**src/rtl/adc_readout_sequencer.sv**
```systemverilog
// rtl/adc_readout_sequencer.sv - reads captured ADC windows out of the circular sample RAMs as a byte stream
module adc_readout_sequencer #(
  parameter int ram_width = 10,
  parameter int RDLAT     = 2
) (
  input  logic                 clk,
  input  logic                 reset,
  input  logic                 start_readout,
  input  logic                 abort,
  input  logic                 rearm_en,
  input  logic                 data_ready,
  input  logic [ram_width-1:0] wraddress_triggerpoint,
  input  logic [ram_width-1:0] pretrig,
  input  logic [ram_width:0]   num_samples,
  input  logic [3:0]           chan_mask,
  output logic                 rden,
  output logic [ram_width-1:0] rdaddress,
  input  logic [7:0]           ram_q1,
  input  logic [7:0]           ram_q2,
  input  logic [7:0]           ram_q3,
  input  logic [7:0]           ram_q4,
  output logic [7:0]           out_data,
  output logic                 out_valid,
  input  logic                 out_ready,
  output logic                 startTrigger,
  output logic                 busy,
  output logic                 done
);

  // Full RAM depth expressed in the sample-count width.
  localparam logic [ram_width:0] depth = {1'b1, {ram_width{1'b0}}};
  localparam logic [1:0] lat_last = 2'(RDLAT - 1);

  typedef enum logic [2:0] {
    IDLE,
    WAITRDY,
    READ,
    LAT,
    PUSH,
    FINISH
  } state_t;

  state_t state, state_next;

  // Settings captured when a readout request is accepted.
  logic [ram_width-1:0] trig_q;
  logic [ram_width-1:0] pretrig_q;
  logic [ram_width:0]   nsamp_q;
  logic [3:0]           mask_q;

  // Walk position within the current channel.
  logic [ram_width-1:0] addr;
  logic [ram_width:0]   left;
  logic [1:0]           chan;
  logic [1:0]           lat_cnt;

  logic [ram_width-1:0] win_start;
  logic [ram_width:0]   eff_samples;
  logic                 lat_done;
  logic                 last_of_chan;
  logic [1:0]           first_chan;
  logic                 first_found;
  logic [1:0]           next_chan;
  logic                 next_found;
  logic [7:0]           q_sel;

  // Window start wraps naturally in the RAM address width; a zero or oversize count means a full RAM.
  always_comb begin
    win_start    = trig_q - pretrig_q;
    eff_samples  = ((nsamp_q == '0) || (nsamp_q > depth)) ? depth : nsamp_q;
    lat_done     = (lat_cnt == lat_last);
    last_of_chan = (left == {{ram_width{1'b0}}, 1'b1});
  end

  // Lowest set channel overall, and lowest set channel above the current one.
  always_comb begin
    first_found = 1'b0;
    first_chan  = 2'd0;
    next_found  = 1'b0;
    next_chan   = 2'd0;
    for (int i = 3; i >= 0; i--) begin
      if (mask_q[i]) begin
        first_found = 1'b1;
        first_chan  = 2'(i);
      end
      if (mask_q[i] && (i > int'(chan))) begin
        next_found = 1'b1;
        next_chan  = 2'(i);
      end
    end
  end

  // Route the RAM of the channel being walked to the capture register.
  always_comb begin
    q_sel = ram_q1;
    case (chan)
      2'd0: q_sel = ram_q1;
      2'd1: q_sel = ram_q2;
      2'd2: q_sel = ram_q3;
      2'd3: q_sel = ram_q4;
      default: q_sel = ram_q1;
    endcase
  end

  // State register.
  always_ff @(posedge clk) begin
    if (reset) begin
      state <= IDLE;
    end else begin
      state <= state_next;
    end
  end

  // Next-state decode and state-derived strobes; abort overrides every transition.
  always_comb begin
    state_next   = state;
    rden         = 1'b0;
    done         = 1'b0;
    startTrigger = 1'b0;
    busy         = (state != IDLE);
    case (state)
      IDLE: begin
        if (start_readout) state_next = WAITRDY;
      end
      WAITRDY: begin
        if (data_ready) state_next = (mask_q == 4'd0) ? FINISH : READ;
      end
      READ: begin
        rden       = 1'b1;
        state_next = LAT;
      end
      LAT: begin
        if (lat_done) state_next = PUSH;
      end
      PUSH: begin
        if (out_ready) begin
          state_next = (last_of_chan && !next_found) ? FINISH : READ;
        end
      end
      FINISH: begin
        done         = !abort;
        startTrigger = !abort && rearm_en;
        state_next   = IDLE;
      end
      default: state_next = IDLE;
    endcase
    if (abort) state_next = IDLE;
  end

  // Datapath: input latching, address walk, latency count and output byte register.
  always_ff @(posedge clk) begin
    if (reset) begin
      trig_q    <= '0;
      pretrig_q <= '0;
      nsamp_q   <= '0;
      mask_q    <= '0;
      addr      <= '0;
      left      <= '0;
      chan      <= '0;
      lat_cnt   <= '0;
      out_data  <= '0;
      out_valid <= 1'b0;
    end else if (abort) begin
      out_valid <= 1'b0;
      lat_cnt   <= '0;
    end else begin
      case (state)
        IDLE: begin
          if (start_readout) begin
            trig_q    <= wraddress_triggerpoint;
            pretrig_q <= pretrig;
            nsamp_q   <= num_samples;
            mask_q    <= chan_mask;
          end
        end
        WAITRDY: begin
          if (data_ready && first_found) begin
            chan <= first_chan;
            addr <= win_start;
            left <= eff_samples;
          end
        end
        READ: begin
          lat_cnt <= '0;
        end
        LAT: begin
          lat_cnt <= lat_cnt + 2'd1;
          if (lat_done) begin
            out_data  <= q_sel;
            out_valid <= 1'b1;
          end
        end
        PUSH: begin
          if (out_ready) begin
            out_valid <= 1'b0;
            left      <= left - 1'b1;
            addr      <= addr + 1'b1;
            // Channel exhausted: jump to the next requested channel at the window start.
            if (last_of_chan && next_found) begin
              chan <= next_chan;
              addr <= win_start;
              left <= eff_samples;
            end
          end
        end
        default: begin
        end
      endcase
    end
  end

  assign rdaddress = addr;

endmodule

```
**config.mk**
```make
export PLATFORM = sky130hd
export DESIGN_NAME = adc_readout_sequencer
export DESIGN_NICKNAME = d
export VERILOG_FILES = /design/src/rtl/adc_readout_sequencer.sv
export SDC_FILE = /design/constraint.sdc
export NUM_CORES = 1
export LEC_CHECK = 0
export ABC_AREA = 1
export CAP_MARGIN = 25
export CORE_UTILIZATION = 30
export DETAILED_ROUTE_END_ITERATION = 10
export PLACE_DENSITY_LB_ADDON = 0.12
export SYNTH_ARGS = -nofsm -noshare
export SYNTH_HDL_FRONTEND = slang
export SYNTH_SLANG_ARGS = --single-unit
```
**constraint.sdc**
```tcl
create_clock -name clk -period 2.6 [get_ports clk]
set_clock_uncertainty 0.15 [all_clocks]
set_input_delay 0.52 -clock clk [delete_from_list [all_inputs] [get_ports clk]]
set_output_delay 0.52 -clock clk [all_outputs]
set_load 0.1 [all_outputs]
```
Yosys cells after proc, flatten, opt, wreduce, memory -nomap -nowiden
Cells that the tools add are included. Widths: inputs -> output; s select.

Register bits: 72. Input port bits: 74. Output and inout bits: 23. Logic and storage cells: 103.

Add/subtract/negate cells: 4. Magnitude comparators: 4. Eq/ne operators: 16. Multiplexer cells: 42. Bitwise operators: 1. Reductions and logical operators: 25.

Operators with widths (count): $mux 11 (4); $pmux 8 s4 (1); $mux 10 (3); $pmux 11 s2 (1); $mux 2 (10); $pmux 10 s2 (1); $mux 3 (6); $pmux 3 s5 (1); $mux 1 (12); $ne 2x2->1 const B (6); $eq 11x1->1 const B (1); $gt 11x11->1 const B (1); $logic_not 11->1 (1); $sub 11x1->11 const B (1); $add 10x1->10 const B (1); $sub 10x10->10 (1); $reduce_and 3->1 (3); $pmux 2 s2 (2); $reduce_and 4->1 (2); $logic_and 1x1->1 (7); $eq 3x2->1 const B (2); $eq 3x3->1 const B (2); $reduce_bool 2->1 (3); $reduce_and 5->1 (1); 15 further kinds (19).

Longest topological paths before layout
Gate-level depths: netlist of the first run.

Depth after elaboration: 10. Gate-level depth with buffers: 12. Mapped depth without buffers: 12.

Worst setup path after synthesis of the first run
No wires, ideal clock.

Kind: input -> output. Start point: input abort. End point: output startTrigger. Arrival time: 3.587 ns. Required time: 1.930 ns. Setup slack: -1.657 ns. Stages: 2. Path buffers: 0. Cell sequence: nor3_1 > and2_1.

Longest elaborated chain between the ends: 3.

RTL lines: start, declared (RTL line 9) `input logic abort,`; $logic_not 1->1 (RTL line 142) `startTrigger = !abort && rearm_en;`; $logic_and 1x1->1 (RTL line 142); $mux 1 (RTL line 121) `case (state)`; end, declared (RTL line 25) `output logic startTrigger,`.

Every way passes these cells.

Worst setup path in the final report of the first run
Same ends and word-level chain as after synthesis.

==> results of run 1 <==
sequential cells by signal, summed over array words and instances (netlist names), 3 cells and up:
| name | count |
|---|---|
| mask_q | 4 |
| left | 11 |
| state | 3 |
| out_data | 8 |
| trig_q | 10 |
| nsamp_q | 11 |
| rdaddress | 10 |
| pretrig_q | 10 |
through the flow:
step	util, %	std cells	worst slack (ns)
after floorplan	-	624	0.100
after global placement	39.8	888	0.339
after detailed placement	39.8	888	0.324
after CTS	41.9	903	0.321
after global routing	41.9	903	0.255
final	41.9	903	0.336
layout by cell type (no fill, tap or decap), types with 2 or more instances in the layout:
cell type	n
clkinv_2	3
nor2_4	2
buf_12	4
a31oi_1	4
dfxtp_1	72
nor2_1	101
nand3_1	43
xnor2_1	4
ha_1	13
nand2_2	4
a221oi_1	6
a21oi_1	52
clkdlybuf4s50_1	73
nor3_1	2
or2_2	3
nand3_2	8
o21ai_1	13
nand4_1	10
xor2_1	9
o21ai_0	55
clkbuf_16	9
nand2_1	115
inv_1	64
a21oi_2	2
nor2_2	3
buf_4	33
inv_2	4
power by group through the flow:
stage	logic [mW]	clock network, mW	registers [mW]
2_1_floorplan	0.389	0	1.23
3_3_place_gp	0.635	0	1.21
3_5_place_dp	0.641	0	1.21
4_1_cts	0.644	1.26	1.19
5_1_grt	0.727	1.30	1.20
6_report	0.641	1.22	1.19
layer usage:
metal | routed length (um) | vias up | GRT usage [%] | part of all wire [%]
met5 | 0 | - | 0 | 0
met4 | 246 | 0 | 7.97 | 2.2
met3 | 743 | 15 | 4.85 | 6.5
met2 | 5040 | 121 | 27.1 | 44
met1 | 5400 | 1874 | 21.2 | 47
li1 | - | 2248 | - | -
layout make-up:
type                       instances  area, um^2  area share [%]
clock buffer                      11         243            4.30
multi-input combinational        461        2370            42.0
tap                              176         220            3.90
timing repair buffer             110        1060            18.8
clock inverter                     4        45.0           0.798
inverter                          69         264            4.68
sequential                        72        1440            25.5
cells by family (layout without fill, tap and decap cells):
logic type,after synthesis,in the layout,synth area share [%]
AOI/OAI and AO/OA,136,136,17.6
xor gates and xnor gates,13,13,2.72
adders and majority gates,14,14,4.36
buffers and inverters,91,194,9.29
DFF,72,72,34.4
and+or+nand+nor,298,298,31.6
worst max-delay path, cell delays in order:
cell and delay, ns:
clkdlybuf4s50_1 0.46, nor3_4 0.26, and2_4 0.19, buf_12 0.16
final timing paths:
check	start	end	cells after the start
max	abort	startTrigger	4
min	pretrig_q[7]	pretrig_q[7]	2
max reg2reg	trig_q[0]	rdaddress[8]	10
min reg2reg	pretrig_q[7]	pretrig_q[7]	2
==> impl_metrics.yaml, run 1 <==
logic_synthesis:
  synth_nets: 712
  yosys.area.top_type_share_pct: 34.4
  ys_seq_elements: 72
  synth_cells: 624
  synth_ff_type: "dfxtp_1"
  synth_edf_count: 0
  ys_seq_area_share_pct: 34.4
  postSynthAreaPerCell_um2: 6.71
  synthArstFlopShare_pct: 0
  synth.area.top_cells: "dfxtp_1 (34%), nand2_1 (10%), nor2_1 (9.1%)"
  yosys-top-cells-count: "nand2_1 (115), nor2_1 (101), dfxtp_1 (72), inv_1 (64), o21ai_0 (55)"
  synthDistinctLibCells: 36
  yosysMostFrequentCell: "nand2_1"
  yosysWarningCount: 0
  yosys.area.top_type: "dfxtp_1"
  syn_area_mm2: 0.00419
detailed_routing:
  ant_nets: 0
  drtIter0Drc: 114
  drc: 0
  viasPerCell: 4.72
  dr.pass1.iters: 5
  wire_per_inst_um: 12.7
  finalWirelength_mm: 11.4
  num_vias: 4258
finish:
  nNetsFinal: 811
  stdcell_area_mm2: 0.00564
  nFillCells: 1448
  diodes: 0
  drive_gt1_share_pct: 11.4
  area_delta_synth_final_pct: 34.7
grt:
  grtUsageTotal_pct: 17.1
  grt_pass1_wl_mm: 19.4
  antenna_found_initial: 0
  grt_max_degree: 38
  grt_pass1_vias: 4161
  grt-ovfl-total: 0
sta:
  rsz0062_at_grt: "false"
  relSlewSlack_pct: 67.9
  whs_ns: 0.313
  period_share_pct: 87.1
  tns_ns: 0
  worstMarginPinSlew_ns: 0.480
  min_period_ns: 2.26
  slew_viol_final: 0
  setup_violations: 0
  hold_viol_final: 0
  fmax_mhz: 442
job:
  maxCapViolations: 0
critical_path:
  critPathArrivalTime_ns: 1.59
  cp_max_fo: 2
  crit_path_end_kind: "output port"
  worst-r2r-setup-slack_ns: 0.45
  critical_path_class: "input pin to output port"
  critPathLaunchType: "input pin"
  required_ns: 1.93
power:
  p_sw_mw: 0.856
  p_int_mw: 2.19
  swShare_pct: 28.1
  p_total_mw: 3.05
  pwr-share-seq_pct: 39.1
  p_per_area_mw_per_mm2: 540
  leakagePower_nw: 2.47
  power.share.combinational_pct: 21.0
  clockPowerShare_pct: 39.9
  peakVddDrop_mv: 0.300
clocking:
  post_cts_buffers: 0
  cts_buffers: 9
  cts_sinks: 72
  cts.repair.resized: 0
  worstSkewPairLatency_ns: 0.34
  ctsHoldBuffers: 0
  cts_root_buf: "clkbuf_16"
  cts_tree: "built"
  clk_pin_slew_ns: 0.05
  cts.htree.levels: 3
  ctsLongestPathBuffers: 2
placed_design:
  placed_cell_area_mm2: 0.00536
  place_hpwl_mm: 8.83
  numPortBuffers: 96
  place.gp.congestion: 0.824
floorplanning:
  fp.dieH_um: 120
  core_area_mm2: 0.0135
  die_area_mm2: 0.0144
  initial_core_util_pct: 31.1
  num_rows: 42
  die_w_um: 120
  io_pins: 97
outcome:
  status: "complete, no violations"
hold_path:
  hold_class: "flip-flop to flip-flop"
Note: power is estimated with default switching activity, not from simulation.
==> run 2: changes to the inputs <==
clock period = 2 ns   (was 2.6 ns; I/O delays follow)
==> impl_metrics.yaml, run 2 (synthesis gave the netlist of run 1 again) <==
grt:
  antenna_found_initial: 0
  grt-ovfl-total: 0
  grt_pass1_vias: 4214
  grt_pass1_wl_mm: 20.1
  grt_max_degree: 35
  grtUsageTotal_pct: 17.7
sta:
  tns_ns: 0
  rsz0062_at_grt: "false"
  period_share_pct: 94.6
  setup_violations: 0
  relSlewSlack_pct: 67.5
  hold_viol_final: 0
  min_period_ns: 1.89
  fmax_mhz: 528
  slew_viol_final: 0
  worstMarginPinSlew_ns: 0.482
detailed_routing:
  finalWirelength_mm: 12.0
  wl_met1_mm: 5.69
  viasPerCell: 4.70
  num_vias: 4330
  dr_wl_met3_um: 823
  wire_per_inst_um: 13.0
  wl_met2_mm: 5.32
  drtIter0Drc: 300
  dr.pass1.iters: 4
  drc: 0
  highest_layer: "met4"
  ant_nets: 0
clocking:
  cts.htree.levels: 3
  clk_pin_slew_ns: 0.06
  cts_buffers: 9
  worstSkewPairLatency_ns: 0.35
  ctsHoldBuffers: 0
  post_cts_buffers: 0
  cts_tree: "built"
  cts_sinks: 72
  cts_root_buf: "clkbuf_16"
  ctsLongestPathBuffers: 2
power:
  power.share.combinational_pct: 21.7
  pwr-share-seq_pct: 37.4
  p_per_area_mw_per_mm2: 674
  p_int_mw: 2.95
  leakagePower_nw: 2.66
  peakVddDrop_mv: 0.390
  swShare_pct: 28.7
  p_sw_mw: 1.19
  p_total_mw: 4.14
  clockPowerShare_pct: 40.9
critical_path:
  crit_path_end_kind: "output port"
  crit_buf_inv: 2
  critPathLaunchType: "flip-flop"
  critPathArrivalTime_ns: 1.34
  critPathMaxStageDelay_ns: 0.34
  required_ns: 1.45
  path_cells: "inv_2 > nand2_1 > nor2_2 > buf_12"
  critical_path_class: "flip-flop to output port"
  cp_slowest_cell: "dfxtp_2"
  crit_family: "simple AND/OR/NAND/NOR gates"
  cp_max_fo: 5
finish:
  stdcell_area_mm2: 0.00615
  final_cell_mix: "nand2_1 (115), nor2_1 (99), clkdlybuf4s50_1 (72), inv_1 (64), dfxtp_1 (62)"
  nNetsFinal: 829
  nFillCells: 1413
  final_util_pct: 45.7
  drive_gt1_share_pct: 15.3
  reg_top3: "left (11), nsamp_q (11)"
  layout_commonest_cell: "nand2_1"
  finalNonFillerCells: 922
  diodes: 0
  area_delta_synth_final_pct: 46.8
hold_path:
  hold_class: "flip-flop to flip-flop"
floorplanning:
  initial_core_util_pct: 31.1
  die_area_mm2: 0.0144
  fp.dieH_um: 120
  core_area_mm2: 0.0135
  die_w_um: 120
  io_pins: 97
  num_rows: 42
placed_design:
  numPortBuffers: 96
  dp_cells: 906
  place_hpwl_mm: 9.38
  placed_cell_area_mm2: 0.00582
  place.gp.congestion: 0.873
job:
  maxCapViolations: 0
outcome:
  status: "complete, no violations"
run 2: cell type report:
type	instances	area [um^2]	area share (%)
clock inverter	4	52.6	0.855
timing repair buffer	128	1530	24.8
tap	176	220	3.58
inverter	69	264	4.29
clock buffer	12	256	4.17
sequential	72	1450	23.6
multi-input combinational	461	2380	38.6
run 2: per-stage QoR:
stage | setup WS (ns) | hold WS (ns)
after floorplan | -0.377 | 0.283
after global placement | 0.0146 | 0.300
after detailed placement | -0.00296 | 0.307
after CTS | 0.00232 | 0.314
after global routing | 0.00129 | 0.335
final | 0.108 | 0.307
run 2: layer usage:
metal / vias to the layer above / track usage [%]
li1: 2278 / -
met4: 0 / 7.97
met5: - / 0
met3: 13 / 4.52
met1: 1929 / 22.7
met2: 110 / 27.7
run 2: worst reg2reg max path: cells and delay by family, from the launching register on:
family                 cells  cell delay [ns]
AOI/OAI and AO/OA          1             0.08
buffers and inverters      2             0.23
DFF                        1             0.39
and+or+nand+nor            8             0.92
run 2: power groups by stage:
stage                     logic, mW  registers (mW)  clock network [mW]
after floorplan               0.505            1.60                   0
after global placement        0.888            1.58                   0
after detailed placement      0.892            1.58                   0
after CTS                     0.898            1.55                1.73
after global routing           1.01            1.56                1.79
final                         0.897            1.55                1.70
run 2: repair_timing:
| item | 4_1_cts | 5_1_grt |
|---|---|---|
| hold endpoints to repair | 0 | 0 |
| resized for setup | 2 | 7 |
| endpoints found under the setup margin | 1 | 9 |
| pin swaps | 0 | 2 |
run 2: path summary, 6_finish.rpt:
check,startpoint,to,slack (ns),cells past startpoint
min reg2reg,pretrig_q[5],pretrig_q[5],0.31,2
max,state[2],rden,0.11,4
max reg2reg,chan[0],rdaddress[0],0.12,11
min,pretrig_q[5],pretrig_q[5],0.31,2
